===== config.mk =====
export PLATFORM = sky130hd
export DESIGN_NAME = osc_trig_ctrl
export DESIGN_NICKNAME = d
export VERILOG_FILES = /design/src/rtl/osc_pkg.sv /design/src/rtl/osc_edge_det.sv /design/src/rtl/osc_trig_ctrl.sv
export SDC_FILE = /design/constraint.sdc
export NUM_CORES = 1
export LEC_CHECK = 0
export BUFFER_PORTS_ARGS = -buffer_cell sky130_fd_sc_hd__buf_2
export CAP_MARGIN = 20
export CORE_MARGIN = 2
export CORE_UTILIZATION = 54
export DETAILED_ROUTE_END_ITERATION = 7
export HOLD_SLACK_MARGIN = 0.08
export PLACE_DENSITY_LB_ADDON = 0.3
export RECOVER_POWER = 100
export SLEW_MARGIN = 10
export SYNTH_ARGS = -nofsm -noshare
export SYNTH_HDL_FRONTEND = slang
export SYNTH_SLANG_ARGS = --single-unit

===== constraint.sdc =====
create_clock -name clk_50M -period 5.1 [get_ports clk_50M]
set_input_delay 1.275 -clock clk_50M [delete_from_list [all_inputs] [get_ports clk_50M]]
set_output_delay 1.275 -clock clk_50M [all_outputs]
set_load 0.02 [all_outputs]

===== src/rtl/osc_pkg.sv =====
`default_nettype none
// ============================================================================
// osc_pkg : shared state encoding and trigger constants for the OSI capture path
// Rev 1.0
// ============================================================================
package osc_pkg;

  typedef enum logic [2:0] {
    ST_IDLE  = 3'd0,
    ST_FILL  = 3'd1,
    ST_ARMED = 3'd2,
    ST_POST  = 3'd3,
    ST_DONE  = 3'd4
  } osc_state_e;

  localparam logic EDGE_RISE   = 1'b0;
  localparam logic EDGE_FALL   = 1'b1;
  localparam logic TRIG_AUTO   = 1'b0;
  localparam logic TRIG_NORMAL = 1'b1;

endpackage
`default_nettype wire


===== src/rtl/osc_edge_det.sv =====
`default_nettype none
// ============================================================================
// osc_edge_det : previous-sample register and level-crossing comparators
// Rev 1.0
// ============================================================================
module osc_edge_det
  import osc_pkg::*;
(
  input  logic       clk_50M,
  input  logic       rst_n,
  input  logic       enable_i,
  input  logic       sample_i,
  input  logic [7:0] data_i,
  input  logic [7:0] level_i,
  input  logic       edge_i,
  output logic       hit_o
);

  logic [7:0] prev_q;
  logic       valid_q;
  logic       w_rise;
  logic       w_fall;

  // prev only becomes trustworthy after the first sample seen while enabled
  always_ff @(posedge clk_50M) begin
    if (!rst_n) begin
      prev_q  <= '0;
      valid_q <= 1'b0;
    end else if (!enable_i) begin
      valid_q <= 1'b0;
    end else if (sample_i) begin
      prev_q  <= data_i;
      valid_q <= 1'b1;
    end
  end

  always_comb begin
    w_rise = (prev_q < level_i) && (data_i >= level_i);
    w_fall = (prev_q >= level_i) && (data_i < level_i);
    hit_o  = valid_q && sample_i && ((edge_i == EDGE_FALL) ? w_fall : w_rise);
  end

endmodule
`default_nettype wire


===== src/rtl/osc_trig_ctrl.sv =====
`default_nettype none
// ============================================================================
// osc_trig_ctrl : circular-buffer capture sequencer with pre-trigger and auto mode
// Rev 1.0
// ============================================================================
module osc_trig_ctrl
  import osc_pkg::*;
#(
  parameter int ADDR_W  = 10,
  parameter int AUTO_TO = 4096
) (
  input  logic              clk_50M,
  input  logic              rst_n,
  input  logic              run,
  input  logic              sample_en,
  input  logic [7:0]        ad_data,
  input  logic [7:0]        trig_level,
  input  logic              trig_edge,
  input  logic              trig_mode,
  input  logic [ADDR_W-1:0] pre_len,
  output logic              buf_we,
  output logic [ADDR_W-1:0] buf_waddr,
  output logic [7:0]        buf_wdata,
  output logic              frame_valid,
  output logic [ADDR_W-1:0] frame_start,
  input  logic              frame_ack,
  output logic              triggered,
  output logic [2:0]        state_o
);

  localparam int                AUTO_W    = $clog2(AUTO_TO + 1);
  localparam logic [ADDR_W-1:0] PRE_MAX   = {ADDR_W{1'b1}};
  localparam logic [ADDR_W:0]   CNT_ONE   = (ADDR_W+1)'(1);
  localparam logic [AUTO_W-1:0] AUTO_LIM  = AUTO_W'(AUTO_TO);
  localparam logic [AUTO_W-1:0] AUTO_ONE  = AUTO_W'(1);
  localparam logic [ADDR_W-1:0] PTR_ONE   = ADDR_W'(1);

  osc_state_e        state_q, state_d;
  logic [ADDR_W-1:0] wptr_q, wptr_d, pre_q, pre_d, tptr_q, tptr_d;
  logic [ADDR_W-1:0] fstart_q, fstart_d, waddr_q, waddr_d;
  logic [ADDR_W:0]   cnt_q, cnt_d;
  logic [AUTO_W-1:0] auto_q, auto_d;
  logic [7:0]        wdata_q, wdata_d;
  logic              we_q, we_d, fv_q, fv_d, trig_q, trig_d;

  logic              w_armed_like;
  logic              w_take;
  logic              w_hit;
  logic [ADDR_W:0]   w_cnt_inc;
  logic [ADDR_W:0]   w_post_len;
  logic [AUTO_W-1:0] w_auto_inc;

  // FILL with an empty pre-trigger window behaves as ARMED so no strobe is lost
  assign w_armed_like = (state_q == ST_ARMED) || ((state_q == ST_FILL) && (pre_q == '0));
  assign w_take       = sample_en && run;
  assign w_cnt_inc    = cnt_q + CNT_ONE;
  assign w_auto_inc   = auto_q + AUTO_ONE;
  assign w_post_len   = {1'b0, PRE_MAX} - {1'b0, pre_q};

  osc_edge_det u_edge_det (
    .clk_50M  (clk_50M),
    .rst_n    (rst_n),
    .enable_i (w_armed_like && run),
    .sample_i (w_take && w_armed_like),
    .data_i   (ad_data),
    .level_i  (trig_level),
    .edge_i   (trig_edge),
    .hit_o    (w_hit)
  );

  always_comb begin
    state_d  = state_q;
    wptr_d   = wptr_q;
    pre_d    = pre_q;
    tptr_d   = tptr_q;
    fstart_d = fstart_q;
    cnt_d    = cnt_q;
    auto_d   = auto_q;
    trig_d   = trig_q;
    fv_d     = fv_q;
    we_d     = 1'b0;
    waddr_d  = waddr_q;
    wdata_d  = wdata_q;

    if (!run) begin
      state_d = ST_IDLE;
      fv_d    = 1'b0;
      wptr_d  = '0;
      cnt_d   = '0;
      auto_d  = '0;
    end else begin
      case (state_q)
        ST_IDLE: begin
          // pre_len is ADDR_W wide, so it is already bounded by DEPTH-1
          state_d = ST_FILL;
          pre_d   = pre_len;
          wptr_d  = '0;
          cnt_d   = '0;
          auto_d  = '0;
        end
        ST_FILL, ST_ARMED, ST_POST: begin
          if (w_take) begin
            we_d    = 1'b1;
            waddr_d = wptr_q;
            wdata_d = ad_data;
            wptr_d  = wptr_q + PTR_ONE;
            if (w_armed_like) begin
              if (auto_q < AUTO_LIM) auto_d = w_auto_inc;
              if (w_hit || ((trig_mode == TRIG_AUTO) && (w_auto_inc >= AUTO_LIM))) begin
                tptr_d = wptr_q;
                trig_d = w_hit;
                cnt_d  = '0;
                if (pre_q == PRE_MAX) begin
                  state_d  = ST_DONE;
                  fv_d     = 1'b1;
                  fstart_d = wptr_q - pre_q;
                end else begin
                  state_d = ST_POST;
                end
              end else begin
                state_d = ST_ARMED;
              end
            end else if (state_q == ST_FILL) begin
              cnt_d = w_cnt_inc;
              if (w_cnt_inc == {1'b0, pre_q}) state_d = ST_ARMED;
            end else begin
              cnt_d = w_cnt_inc;
              if (w_cnt_inc == w_post_len) begin
                state_d  = ST_DONE;
                fv_d     = 1'b1;
                fstart_d = tptr_q - pre_q;
              end
            end
          end else if (w_armed_like) begin
            state_d = ST_ARMED;
          end
        end
        ST_DONE: begin
          if (frame_ack) begin
            fv_d    = 1'b0;
            state_d = ST_FILL;
            pre_d   = pre_len;
            wptr_d  = '0;
            cnt_d   = '0;
            auto_d  = '0;
          end
        end
        default: state_d = ST_IDLE;
      endcase
    end
  end

  always_ff @(posedge clk_50M) begin
    if (!rst_n) begin
      state_q  <= ST_IDLE;
      wptr_q   <= '0;
      pre_q    <= '0;
      tptr_q   <= '0;
      fstart_q <= '0;
      cnt_q    <= '0;
      auto_q   <= '0;
      trig_q   <= 1'b0;
      fv_q     <= 1'b0;
      we_q     <= 1'b0;
      waddr_q  <= '0;
      wdata_q  <= '0;
    end else begin
      state_q  <= state_d;
      wptr_q   <= wptr_d;
      pre_q    <= pre_d;
      tptr_q   <= tptr_d;
      fstart_q <= fstart_d;
      cnt_q    <= cnt_d;
      auto_q   <= auto_d;
      trig_q   <= trig_d;
      fv_q     <= fv_d;
      we_q     <= we_d;
      waddr_q  <= waddr_d;
      wdata_q  <= wdata_d;
    end
  end

  assign buf_we      = we_q;
  assign buf_waddr   = waddr_q;
  assign buf_wdata   = wdata_q;
  assign frame_valid = fv_q;
  assign frame_start = fstart_q;
  assign triggered   = trig_q;
  assign state_o     = state_q;

endmodule
`default_nettype wire


; ---- Word level (Yosys, flattened, before mapping)
; Cells that the tools add are included.
[totals]
input_bits = 33
ff_bits = 97
out_inout_bits = 34
[op_classes]
reduce_logical = 31
mux = 40
bitwise_logic = 1
n_lt_le_gt_ge = 6
n_eq_ne = 21
n_addsub = 6
[ops]
columns = op, count
row1 = $mux W10, 8
row2 = $mux W13, 4
row3 = $mux W11, 4
row4 = $pmux W13 S3, 1
row5 = $pmux W11 S3, 1
row6 = $pmux W10 S3, 1
row7 = $mux W3, 9
row8 = $pmux W10 S2, 1
row9 = $sub A10 B10 Y10, 2
row10 = $ge A8 B8 Y1, 2
row11 = $lt A8 B8 Y1, 2
row12 = $ne A3 B3 Y1 const B, 5
row13 = $reduce_and A7 Y1, 2
row14 = $add A13 B1 Y13 const B, 1
row15 = $ge A13 B13 Y1 const B, 1
row16 = $lt A13 B13 Y1 const B, 1
row17 = $reduce_and A3 Y1, 4
row18 = $add A11 B1 Y11 const B, 1
row19 = $eq A11 B10 Y1, 1
row20 = $eq A11 B11 Y1, 1
row21 = $sub A10 B10 Y11 const A, 1
row22 = $add A10 B1 Y10 const B, 1
row23 = $eq A10 B10 Y1 const B, 1
row24 = $logic_not A10 Y1, 1
row25 = other kinds (19), 49

; ---- Depth between registers and ports, before layout
; Gate-level depths: netlist of the first run.
[depth]
word_depth = 11
ltp_mapped = 16
depth_no_buf = 15

; ---- Modules after synthesis
; A second synthesis of the first run with hierarchy kept.
[hier_totals]
cells_unflattened = 661
hier_area_um2 = 5512.8
[by_module_without_submodules]
columns = mod, seq_area_each_um2, cells_per_inst, area_per_inst_um2, n_inst
row1 = osc_trig_ctrl, 1761.7, 572, 4779.6, 1
row2 = osc_edge_det, 180.2, 89, 733.2, 1

; ---- Worst setup path before layout of the first run
; No wires, ideal clock.
[synth_timing]
path_kind = flip-flop to flip-flop
startpoint = register pre_q[0]
endpoint = register fstart_q[8] (netlist: frame_start[8])
t_arrival_ns = 3.777
period_less_slack_ns = 3.896
t_required_ns = 4.981
path_stages_with_launch = 17
slack_ns = 1.204
cell_sequence = dfxtp_1 -> or4_1 -> o31a_1 -> nor3_2 -> buf_2 -> mux2i_1 -> ha_1 -> inv_1 -> fa_1 -> a21o_1 -> a21oi_1 -> o21bai_1 -> a2111oi_0 -> nor2_1 -> xor2_1 -> nand2_1 -> mux2i_1
[synth_via]
elab_chain_len = 9
word_cells_on_any_way = 22
[synth_rtl]
columns = item, line_no
row1 = start: declaration, osc_trig_ctrl.sv:39  ; logic [ADDR_W-1:0] wptr_q, wptr_d, pre_q, pre_d, tptr_q, tptr_d;
row2 = start signal: assignment, osc_trig_ctrl.sv:170  ; pre_q <= pre_d;
row3 = branches (longest 9 deep; another with $sub A10 B10 Y11), -
row4 = end signal: assignment, osc_trig_ctrl.sv:172  ; fstart_q <= fstart_d;
row5 = end: declaration, osc_trig_ctrl.sv:40  ; logic [ADDR_W-1:0] fstart_q, fstart_d, waddr_q, waddr_d;
; Several ways; the timed one is not identified. The select of a mux whose other input is x is not followed.
; A chain may end at the register's enable or synchronous reset.

; ---- Worst setup path after layout of the first run
; Same ends and word-level chain as after synthesis.

==> impl_metrics.env, run 1 <==
export IMPL_outcome="complete, but fails checks"
export IMPL_violations="capacitance limit, slew limit"
export IMPL_hold_viol=0
export IMPL_crit_start="pre_q[0]"
export IMPL_die_area_um2=10800
export IMPL_clock_latency_ns=0.38
export IMPL_ys_seq_area_share_pct=35.9
export IMPL_p_per_area_nw_per_um2=251
export IMPL_setup_tns_ns=0
export IMPL_final_layout_size_suffix_gt1_share_pct=9.30
export IMPL_clock_skew_ns=0.0152
export IMPL_synthDistinctLibCells=60
export IMPL_critical_path_class="flop to flop"
export IMPL_fmax_mhz=225
export IMPL_vias_per_cell=5.66
export IMPL_nFillCells=912
export IMPL_cts_htree_levels=3
export IMPL_area_growth_pct=9.96
export IMPL_r2r_end="frame_start[8]"
export IMPL_cts_sinks=97
export IMPL_crit_arrival_ns=4.75
export IMPL_leakagePower_uw=0.00233
export IMPL_critPathMaxFanout=10
export IMPL_gp_congestion=0.925
export IMPL_diodes=0
export IMPL_yosysWarnings=0
export IMPL_portBuffers=66
export IMPL_power_uw=1490
export IMPL_ys_async_sr_fraction_pct=0
export IMPL_relSlewSlack_pct=-61.2
export IMPL_cts_setup_buffers=0
export IMPL_die_height_um=104
export IMPL_firstDrtPassIters=5
export IMPL_root_buffer="clkbuf_8"
export IMPL_cts_path_max_buffers=2
export IMPL_grt_setup_unrepaired="false"
export IMPL_cts_hold_buf=0
export IMPL_drc=0
export IMPL_slew_violations=70
export IMPL_totalWireLength_um=12700
export IMPL_synth_fp_nets=702
export IMPL_nNetsFinal=756
export IMPL_cp_end_kind="flop"
export IMPL_dpl_worst_slack_ns=0.919
export IMPL_grt_pass1_vias=4423
export IMPL_critPathRequiredTime_ns=5.41
export IMPL_final_area_um2=5940
export IMPL_maxCapViolCount=1
export IMPL_grt_pass1_wl_um=21100
export IMPL_rows=36
export IMPL_r2r_start="pre_q[0]"
export IMPL_grtUsageTotal_pct=23.6
export IMPL_clkSlewWorstSetupHoldPaths_ns=0.10
export IMPL_ys_ff_latch=97
export IMPL_syn_inst=640
export IMPL_holdCritPathClass="flop to flop"
export IMPL_synth_flop_cell="dfxtp_1"
export IMPL_worstMarginPinSlew_ns=2.42
export IMPL_fin_ws_ns=0.661
export IMPL_ant_nets=0
export IMPL_ctsResizeCount=0
export IMPL_netlist_area_um2=5400
export IMPL_postPlaceCellArea_um2=5810
export IMPL_synth_area_leaders="dfxtp_1 (36%), nand2_1 (6.9%), ha_1 (6.5%), mux2i_1 (6.1%), a21boi_0 (3.8%)"
export IMPL_rr_worst_depth=16
export IMPL_fp_coreArea_um2=9730
export IMPL_die_w_um=104
export IMPL_yosys_area_top_type="dfxtp_1"
export IMPL_netlist_area_leader_share_pct=35.9
export IMPL_synth_top_cells_by_count="nand2_1 (100), dfxtp_1 (97), nor2_1 (41)"
export IMPL_cts_tree="yes"
export IMPL_drt_iter0_drc=269
export IMPL_grt_max_degree=70
export IMPL_antenna_found_initial=0
export IMPL_endpoint="frame_start[8]"
export IMPL_peakVddDrop_mv=0.258
export IMPL_startpoint_type="flop"
export IMPL_synth_edf_count=0
export IMPL_wire_per_inst_um=15.3
export IMPL_dp_hpwl_um=9320
export IMPL_cts_made_buffers=9
export IMPL_grt_ovfl_total=0
export IMPL_fin_crit_sh_pct=87.0
export IMPL_num_vias=4708
export IMPL_ios=67
export IMPL_synth_avg_cell_area_um2=8.44
export IMPL_min_period_ns=4.44
export IMPL_initial_core_util_pct=55.5
export IMPL_regToRegSetupSlack_ns=0.66
export IMPL_setup_viol=0
export IMPL_yosysMostFrequentCell="nand2_1"
-- worst min path at each step --
stage                    startpoint                   end  slack (ns)  cells after the start
2_1_floorplan  u_edge_det.prev_q[0]  u_edge_det.prev_q[0]        0.44                      2
3_3_place_gp         frame_start[7]        frame_start[7]        0.44                      2
3_5_place_dp         frame_start[5]        frame_start[5]        0.45                      2
4_1_cts              frame_start[5]        frame_start[5]        0.47                      2
5_1_grt              frame_start[4]        frame_start[4]        0.49                      2
6_report             frame_start[5]        frame_start[5]        0.46                      2
-- power breakdown --
part / switching [µW] / internal [µW]
combinational: 130 / 89.5
sequential: 15.2 / 770
clock: 301 / 187
-- registers in the layout, summed over array words and instances (netlist names) --
signal and cells:
buf_wdata 8, auto_q 13, buf_waddr 10, tptr_q 10
frame_start 10, buf_we 1, frame_valid 1, triggered 1
u_edge_det.valid_q 1, cnt_q 11, wptr_q 10, state_o 3
pre_q 10, u_edge_det.prev_q 8
-- metal layers --
metal	part of all wire, %	GRT usage (%)
met2	46	38.9
met1	46	30.4
met3	6.1	6.02
met5	0	0
met4	2.0	7.63
-- cell type report --
| class | instances | area [µm²] | share of cell area [%] |
|---|---|---|---|
| clock buffer | 9 | 124 | 2.09 |
| clock inverter | 7 | 65.1 | 1.10 |
| sequential | 97 | 1940 | 32.7 |
| inverter | 25 | 93.8 | 1.58 |
| tap | 133 | 166 | 2.80 |
| timing repair buffer | 70 | 310 | 5.22 |
| multi-input combinational | 491 | 3240 | 54.5 |
-- cells in the final DEF, fill, tap and decap left out, types with 11 or more instances in the layout --
cell type / synthesis / routed
nand3_1: 13 / 13
and3_1: 11 / 11
or3_1: 14 / 14
nor2b_1: 24 / 24
mux2i_1: 33 / 33
xor2_1: 19 / 19
nor2_1: 41 / 41
clkbuf_1: 18 / 36
a21oi_1: 37 / 38
inv_1: 25 / 25
nand2_1: 100 / 100
a21boi_0: 27 / 27
ha_1: 28 / 28
xnor2_1: 16 / 16
dfxtp_1: 97 / 97
buf_2: 5 / 32
o21ai_0: 16 / 17
-- logic make-up (layout without fill, tap and decap cells) --
kind of cell	count (synthesis)	count (layout)	synth area share (%)
flops	97	97	35.9
xor+xnor	35	35	5.67
mux	41	41	7.78
simple gates	261	261	24.7
compound gates	125	125	15.1
fa+ha+maj	29	29	6.86
buf+inv	52	111	3.94
-- through the flow --
stage	hold slack (ns)	utilization (%)	instances
final	0.462	61.1	832
after floorplan	0.443	-	640
after global routing	0.486	61.1	832
after global placement	0.443	59.7	816
after detailed placement	0.452	59.7	816
after CTS	0.465	61.7	832
-- critical path, cell delays in order, from the launching register on --
cell and delay [ns]:
dfxtp_1 0.37, or4_1 0.58, o31a_1 0.41, nor3_1 0.40
buf_4 0.27, mux2i_1 0.22, ha_1 0.20, inv_1 0.06
fa_1 0.39, a21o_1 0.19, a21oi_1 0.23, o21bai_1 0.11
a2111oi_0 0.39, nor2_1 0.11, xor2_1 0.14, nand2_1 0.07
mux2i_1 0.22
(Power assumes the default switching activity.)
==> inputs of run 2 (changes only) <==
--- a/config.mk
+++ b/config.mk
@@ -7,12 +7,15 @@
 export LEC_CHECK = 0
 export BUFFER_PORTS_ARGS = -buffer_cell sky130_fd_sc_hd__buf_2
 export CAP_MARGIN = 20
+export CELL_PAD_IN_SITES_DETAIL_PLACEMENT = 1
+export CELL_PAD_IN_SITES_GLOBAL_PLACEMENT = 1
 export CORE_MARGIN = 2
-export CORE_UTILIZATION = 54
+export CORE_UTILIZATION = 44
 export DETAILED_ROUTE_END_ITERATION = 7
 export HOLD_SLACK_MARGIN = 0.08
 export PLACE_DENSITY_LB_ADDON = 0.3
 export RECOVER_POWER = 100
+export REMOVE_ABC_BUFFERS = 1
 export SLEW_MARGIN = 10
 export SYNTH_ARGS = -nofsm -noshare
 export SYNTH_HDL_FRONTEND = slang
==> run 2 against run 1 <==
Compared with the run above: the flow still finishes with violations (capacitance limit, slew limit); hold slack worse by 0.0024 ns; non-clock buffer count is 1 lower; die area is 22% higher; worst setup slack better by 0.042 ns; routed wire length is 15% higher; combinational power hardly changed; fmax is 0.95% higher; core utilization is 11 points lower; clock-buffer cell count is 2 higher; global-route usage is 0.35 points lower.
==> impl_metrics.env, run 2 (synthesis gave the netlist of run 1 again) <==
export IMPL_outcome="complete, but fails checks"
export IMPL_violations="capacitance limit, slew limit"
export IMPL_relSlewSlack_pct=-65.7
export IMPL_reg_top3="auto_q: 13 flops, cnt_q: 11 flops"
export IMPL_startpoint_type="flop"
export IMPL_place_inst=829
export IMPL_critPathRequiredTime_ns=5.37
export IMPL_cp_end_kind="flop"
export IMPL_cts_sinks=97
export IMPL_cts_tree="yes"
export IMPL_critPathSlowestCell="or4_1"
export IMPL_leakagePower_uw=0.00237
export IMPL_portBuffers=66
export IMPL_final_layout_size_suffix_gt1_share_pct=8.32
export IMPL_ant_nets=0
export IMPL_area_growth_pct=11.9
export IMPL_num_vias=4760
export IMPL_grt_pass1_vias=4957
export IMPL_critical_path_class="flop to flop"
export IMPL_cts_made_buffers=9
export IMPL_initial_core_util_pct=45.0
export IMPL_grtUsageTotal_pct=23.3
export IMPL_nFillCells=1459
export IMPL_path_cells="or4_1, o31a_1, nor3_1, buf_4, mux2_2, ha_1, a21o_1, a21oi_1, o21bai_1, a2111oi_0, nor2_1, xor2_1, nand2_1, mux2i_1"
export IMPL_critPathMaxFanout=11
export IMPL_pwr_share_comb_pct=12.6
export IMPL_largest_reg_flops=13
export IMPL_final_cells=844
export IMPL_register_area_um2=1940
export IMPL_nNetsFinal=755
export IMPL_p_seq_share_pct=44.8
export IMPL_drt_met1_wl_um=6780
export IMPL_cts_path_max_buffers=2
export IMPL_dr_wl_met2_um=7120
export IMPL_fmax_mhz=227
export IMPL_p_clk_share_pct=42.6
export IMPL_rows=40
export IMPL_peakVddDrop_mv=0.190
export IMPL_grt_setup_unrepaired="false"
export IMPL_p_sw_uw=457
export IMPL_maxCapViolCount=1
export IMPL_ios=67
export IMPL_die_area_um2=13200
export IMPL_setup_viol=0
export IMPL_drt_iter0_drc=164
export IMPL_setup_tns_ns=0
export IMPL_drc=0
export IMPL_min_period_ns=4.40
export IMPL_mostFrequentLayoutCells="nand2_1 (100), dfxtp_1 (97), nor2_1 (41), clkbuf_1 (39), a21oi_1 (38)"
export IMPL_worstMarginPinSlew_ns=2.49
export IMPL_antenna_found_initial=0
export IMPL_root_buffer="clkbuf_16"
export IMPL_die_height_um=115
export IMPL_post_route_util_pct=50.3
export IMPL_gp_congestion=0.878
export IMPL_met3_length_um=412
export IMPL_clkSlewWorstSetupHoldPaths_ns=0.07
export IMPL_final_area_um2=6050
export IMPL_ctsResizeCount=0
export IMPL_diodes=0
export IMPL_cts_setup_buffers=0
export IMPL_grt_pass1_wl_um=24400
export IMPL_slew_violations=69
export IMPL_clock_skew_ns=0.00997
export IMPL_vias_per_cell=5.64
export IMPL_fin_crit_sh_pct=86.2
export IMPL_final_common_cell="nand2_1"
export IMPL_holdCritPathClass="flop to flop"
export IMPL_totalWireLength_um=14700
export IMPL_hold_viol=0
export IMPL_wire_per_inst_um=17.4
export IMPL_largest_register="auto_q"
export IMPL_multi_input_area_um2=3200
export IMPL_topRoutingLayerUsed="met4"
export IMPL_fp_coreArea_um2=12000
export IMPL_cts_htree_levels=3
export IMPL_postPlaceCellArea_um2=5820
export IMPL_whs_ns=0.460
export IMPL_clock_latency_ns=0.36
export IMPL_p_per_area_nw_per_um2=291
export IMPL_firstDrtPassIters=4
export IMPL_switching_share_pct=26.0
export IMPL_p_int_uw=1300
export IMPL_cts_hold_buf=0
export IMPL_grt_max_degree=69
export IMPL_cp_slowest_stage_delay_ns=0.59
export IMPL_die_w_um=115
export IMPL_grt_ovfl_total=0
export IMPL_dp_hpwl_um=10800
export IMPL_crit_arrival_ns=4.67
run 2: cell count changes in the layout (fill, tap and decap cells not counted), sizes merged:
cell,before,now
clkinvlp,2,1
clkinv,2,0
inv,28,26
clkbuf,45,49
buf,34,31
bufinv,0,2
run 2: through the flow:
stage               setup WS (ns)  power [µW]
finish                      0.703        1760
global placement             1.19        1020
floorplan                    1.05         950
global route                0.402        1830
detailed placement           1.01        1030
CTS                         0.899        1780
run 2: power by group through the flow:
stage / Sequential (µW) / Combinational (µW) / Clock, µW
floorplan: 804 / 146 / 0
global placement: 803 / 216 / 0
detailed placement: 804 / 226 / 0
CTS: 786 / 229 / 763
global route: 788 / 248 / 792
finish: 787 / 222 / 749
run 2: per-layer routing:
layer / GRT usage, % / up-vias
met5: 0 / -
li1: - / 2339
met2: 40.1 / 78
met4: 9.56 / 0
met1: 29.2 / 2319
met3: 3.64 / 24
run 2: path summary, 6_finish.rpt:
kind                   from        endpoint  slack, ns  cells past startpoint
max                pre_q[0]  frame_start[8]       0.70                     14
min          frame_start[9]  frame_start[9]       0.46                      2
max reg2reg        pre_q[0]  frame_start[8]       0.70                     14
min reg2reg  frame_start[9]  frame_start[9]       0.46                      2
run 2: layout make-up:
cell class,instances,area share (%)
Clock inverter,4,1.26
Clock buffer,11,4.01
Inverter,25,1.55
Sequential cell,97,32.1
Tap cell,147,3.04
Timing Repair Buffer,69,5.01
Multi-Input combinational cell,491,53.0
run 2: critical path: cells and delay by family, from the launching register on:
| kind | cells | cell delay, ns |
|---|---|---|
| simple gates | 4 | 1.18 |
| fa+ha+maj | 1 | 0.32 |
| buf+inv | 1 | 0.29 |
| compound gates | 5 | 1.45 |
| flops | 1 | 0.36 |
| mux | 2 | 0.56 |
| xor+xnor | 1 | 0.15 |
==> inputs of run 3 (changes only) <==
--- a/config.mk
+++ b/config.mk
@@ -10,7 +10,8 @@
 export CELL_PAD_IN_SITES_DETAIL_PLACEMENT = 1
 export CELL_PAD_IN_SITES_GLOBAL_PLACEMENT = 1
 export CORE_MARGIN = 2
-export CORE_UTILIZATION = 44
+export CORE_UTILIZATION = 45
+export CTS_BUF_LIST = sky130_fd_sc_hd__clkbuf_4
 export DETAILED_ROUTE_END_ITERATION = 7
 export HOLD_SLACK_MARGIN = 0.08
 export PLACE_DENSITY_LB_ADDON = 0.3
==> run 3 against run 2 <==
Compared with the run above: the flow still finishes with violations (capacitance limit, slew limit); die area is 2.1% lower; final area is 2.9% lower; combinational power hardly changed; via count is 1.3% lower; clock skew is 0.015 ns higher; largest cell class unchanged; first-iteration DRC count is 13% lower; global-route usage is 0.23 points lower; cell count is 0.12% higher; flip-flop and latch count stayed put; highest routed layer unchanged; critical path depth is 6 lower; hold slack better by 0.013 ns; non-clock buffer count stayed put.
==> impl_metrics.env, run 3 (synthesis gave the netlist of run 1 again) <==
export IMPL_cts_path_max_buffers=2
export IMPL_portBuffers=66
export IMPL_grt_max_degree=66
export IMPL_drc=0
export IMPL_postPlaceCellArea_um2=5820
export IMPL_cp_end_kind="flop"
export IMPL_crit_family="compound AO/OA/AOI/OAI gates"
export IMPL_p_per_area_nw_per_um2=245
export IMPL_fin_crit_sh_pct=88.2
export IMPL_relSlewSlack_pct=-56.8
export IMPL_regToRegSetupSlack_ns=0.68
export IMPL_multi_input_area_um2=3220
export IMPL_worstMarginPinSlew_ns=2.35
export IMPL_critical_path_class="primary input to flop"
export IMPL_nNetsFinal=755
export IMPL_dpl_worst_slack_ns=0.845
export IMPL_power_uw=1440
export IMPL_vias_per_cell=5.56
export IMPL_initial_core_util_pct=45.5
export IMPL_register_area_um2=1940
export IMPL_reg_top3="auto_q: 13 flops, cnt_q: 11 flops"
export IMPL_root_buffer="clkbuf_4"
export IMPL_ant_nets=0
export IMPL_clock_latency_ns=0.50
export IMPL_clock_skew_ns=0.0252
export IMPL_die_w_um=114
export IMPL_cts_tree="yes"
export IMPL_ios=67
export IMPL_final_area_um2=5870
export IMPL_outcome="complete, but fails checks"
export IMPL_fp_coreArea_um2=11900
export IMPL_cts_hold_buf=0
export IMPL_leakagePower_uw=0.00229
export IMPL_diodes=0
export IMPL_gp_congestion=0.875
export IMPL_grt_ovfl_total=0
export IMPL_clkSlewWorstSetupHoldPaths_ns=0.15
export IMPL_wire_per_inst_um=17.1
export IMPL_critPathRequiredTime_ns=5.49
export IMPL_setup_viol=0
export IMPL_nFillCells=1477
export IMPL_grt_pass1_vias=4741
export IMPL_critPathMaxFanout=20
export IMPL_min_period_ns=4.50
export IMPL_cts_htree_levels=3
export IMPL_worst_path_buf_inv=2
export IMPL_drt_iter0_drc=142
export IMPL_num_vias=4700
export IMPL_maxCapViolCount=1
export IMPL_largest_register="auto_q"
export IMPL_hold_viol=0
export IMPL_slew_violations=66
export IMPL_path_cells="clkbuf_1, and2_0, and2_0, clkbuf_1, nand2_1, a21oi_1, mux2i_1, nor2b_1"
export IMPL_grt_setup_unrepaired="false"
export IMPL_critPathSlowestCell="a21oi_1"
export IMPL_setup_tns_ns=0
export IMPL_final_layout_size_suffix_gt1_share_pct=8.45
export IMPL_die_area_um2=12900
export IMPL_peakVddDrop_mv=0.0984
export IMPL_grtUsageTotal_pct=23.1
export IMPL_fin_ws_ns=0.600
export IMPL_antenna_found_initial=0
export IMPL_ctsResizeCount=0
export IMPL_startpoint_type="primary input"
export IMPL_final_common_cell="nand2_1"
export IMPL_fmax_mhz=222
export IMPL_cp_slowest_stage_delay_ns=1.23
export IMPL_grt_pass1_wl_um=23600
export IMPL_holdCritPathClass="flop to flop"
export IMPL_rows=40
export IMPL_die_height_um=114
export IMPL_largest_reg_flops=13
export IMPL_cts_sinks=97
export IMPL_crit_arrival_ns=4.89
export IMPL_cts_setup_buffers=0
export IMPL_dp_hpwl_um=10800
export IMPL_mostFrequentLayoutCells="nand2_1 (100), dfxtp_1 (97), nor2_1 (41), clkbuf_1 (39), a21oi_1 (38)"
export IMPL_cts_made_buffers=9
export IMPL_area_growth_pct=8.68
export IMPL_firstDrtPassIters=4
export IMPL_totalWireLength_um=14500
export IMPL_violations="capacitance limit, slew limit"
[run 3: cell count changes in the layout (fill, tap and decap cells not counted)]
cell	change
clkbuf_16	-9
clkbuf_4	+9
clkinv_1	+2
buf_4	-1
bufinv_16	-1
clkbuf_8	-1
clkinv_2	+1
clkinv_4	+1
inv_6	-1
inv_8	+1
nor3_1	-1
nor3_2	+1
nor4_1	-1
nor4_2	+1
[run 3: per-layer routing]
metal / up-vias / wire length [µm] / GRT usage (%)
li1: 2341 / - / -
met1: 2261 / 6800 / 29.9
met2: 82 / 6910 / 39.0
met3: 16 / 490 / 3.61
met4: 0 / 266 / 8.54
met5: - / 0 / 0
[run 3: worst reg2reg max path: stages (launching register included)]
cell and delay [ns]:
dfxtp_1 0.39, or4_1 0.58, o31a_1 0.41, nor3_2 0.30, buf_4 0.25, mux2i_1 0.21
ha_1 0.19, inv_1 0.06, fa_1 0.39, a21o_1 0.19, a21oi_1 0.22, o21bai_1 0.13
a2111oi_0 0.44, nor2_1 0.11, xor2_1 0.14, nand2_1 0.07, mux2i_1 0.24
[run 3: final timing paths]
check / cells after the start / start / to
worst max-delay path: 8 / run / tptr_q[8]
worst min-delay path: 2 / frame_start[6] / frame_start[6]
worst max register to register: 16 / pre_q[0] / frame_start[8]
worst min register to register: 2 / frame_start[6] / frame_start[6]
[run 3: per-stage QoR]
step | util (%) | instances | hold slack [ns]
final | 49.5 | 845 | 0.473
after global routing | 49.5 | 845 | 0.493
after CTS | 50.2 | 845 | 0.476
after detailed placement | 49.1 | 829 | 0.456
after global placement | 49.1 | 829 | 0.443
after floorplan | - | 613 | 0.443
[run 3: cell type report]
type	instances	share of cell area (%)
clock buffer	9	1.15
sequential	97	33.1
inverter	25	1.60
tap	147	3.13
timing repair buffer	69	5.09
clock inverter	7	1.19
multi-input combinational	491	54.8
[run 3: power breakdown]
group / leakage, µW / switching [µW] / total (µW) / internal [µW]
clock network: 0.0000729 / 283 / 432 / 150
registers: 0.000784 / 15.3 / 786 / 771
logic: 0.00144 / 133 / 221 / 88.0
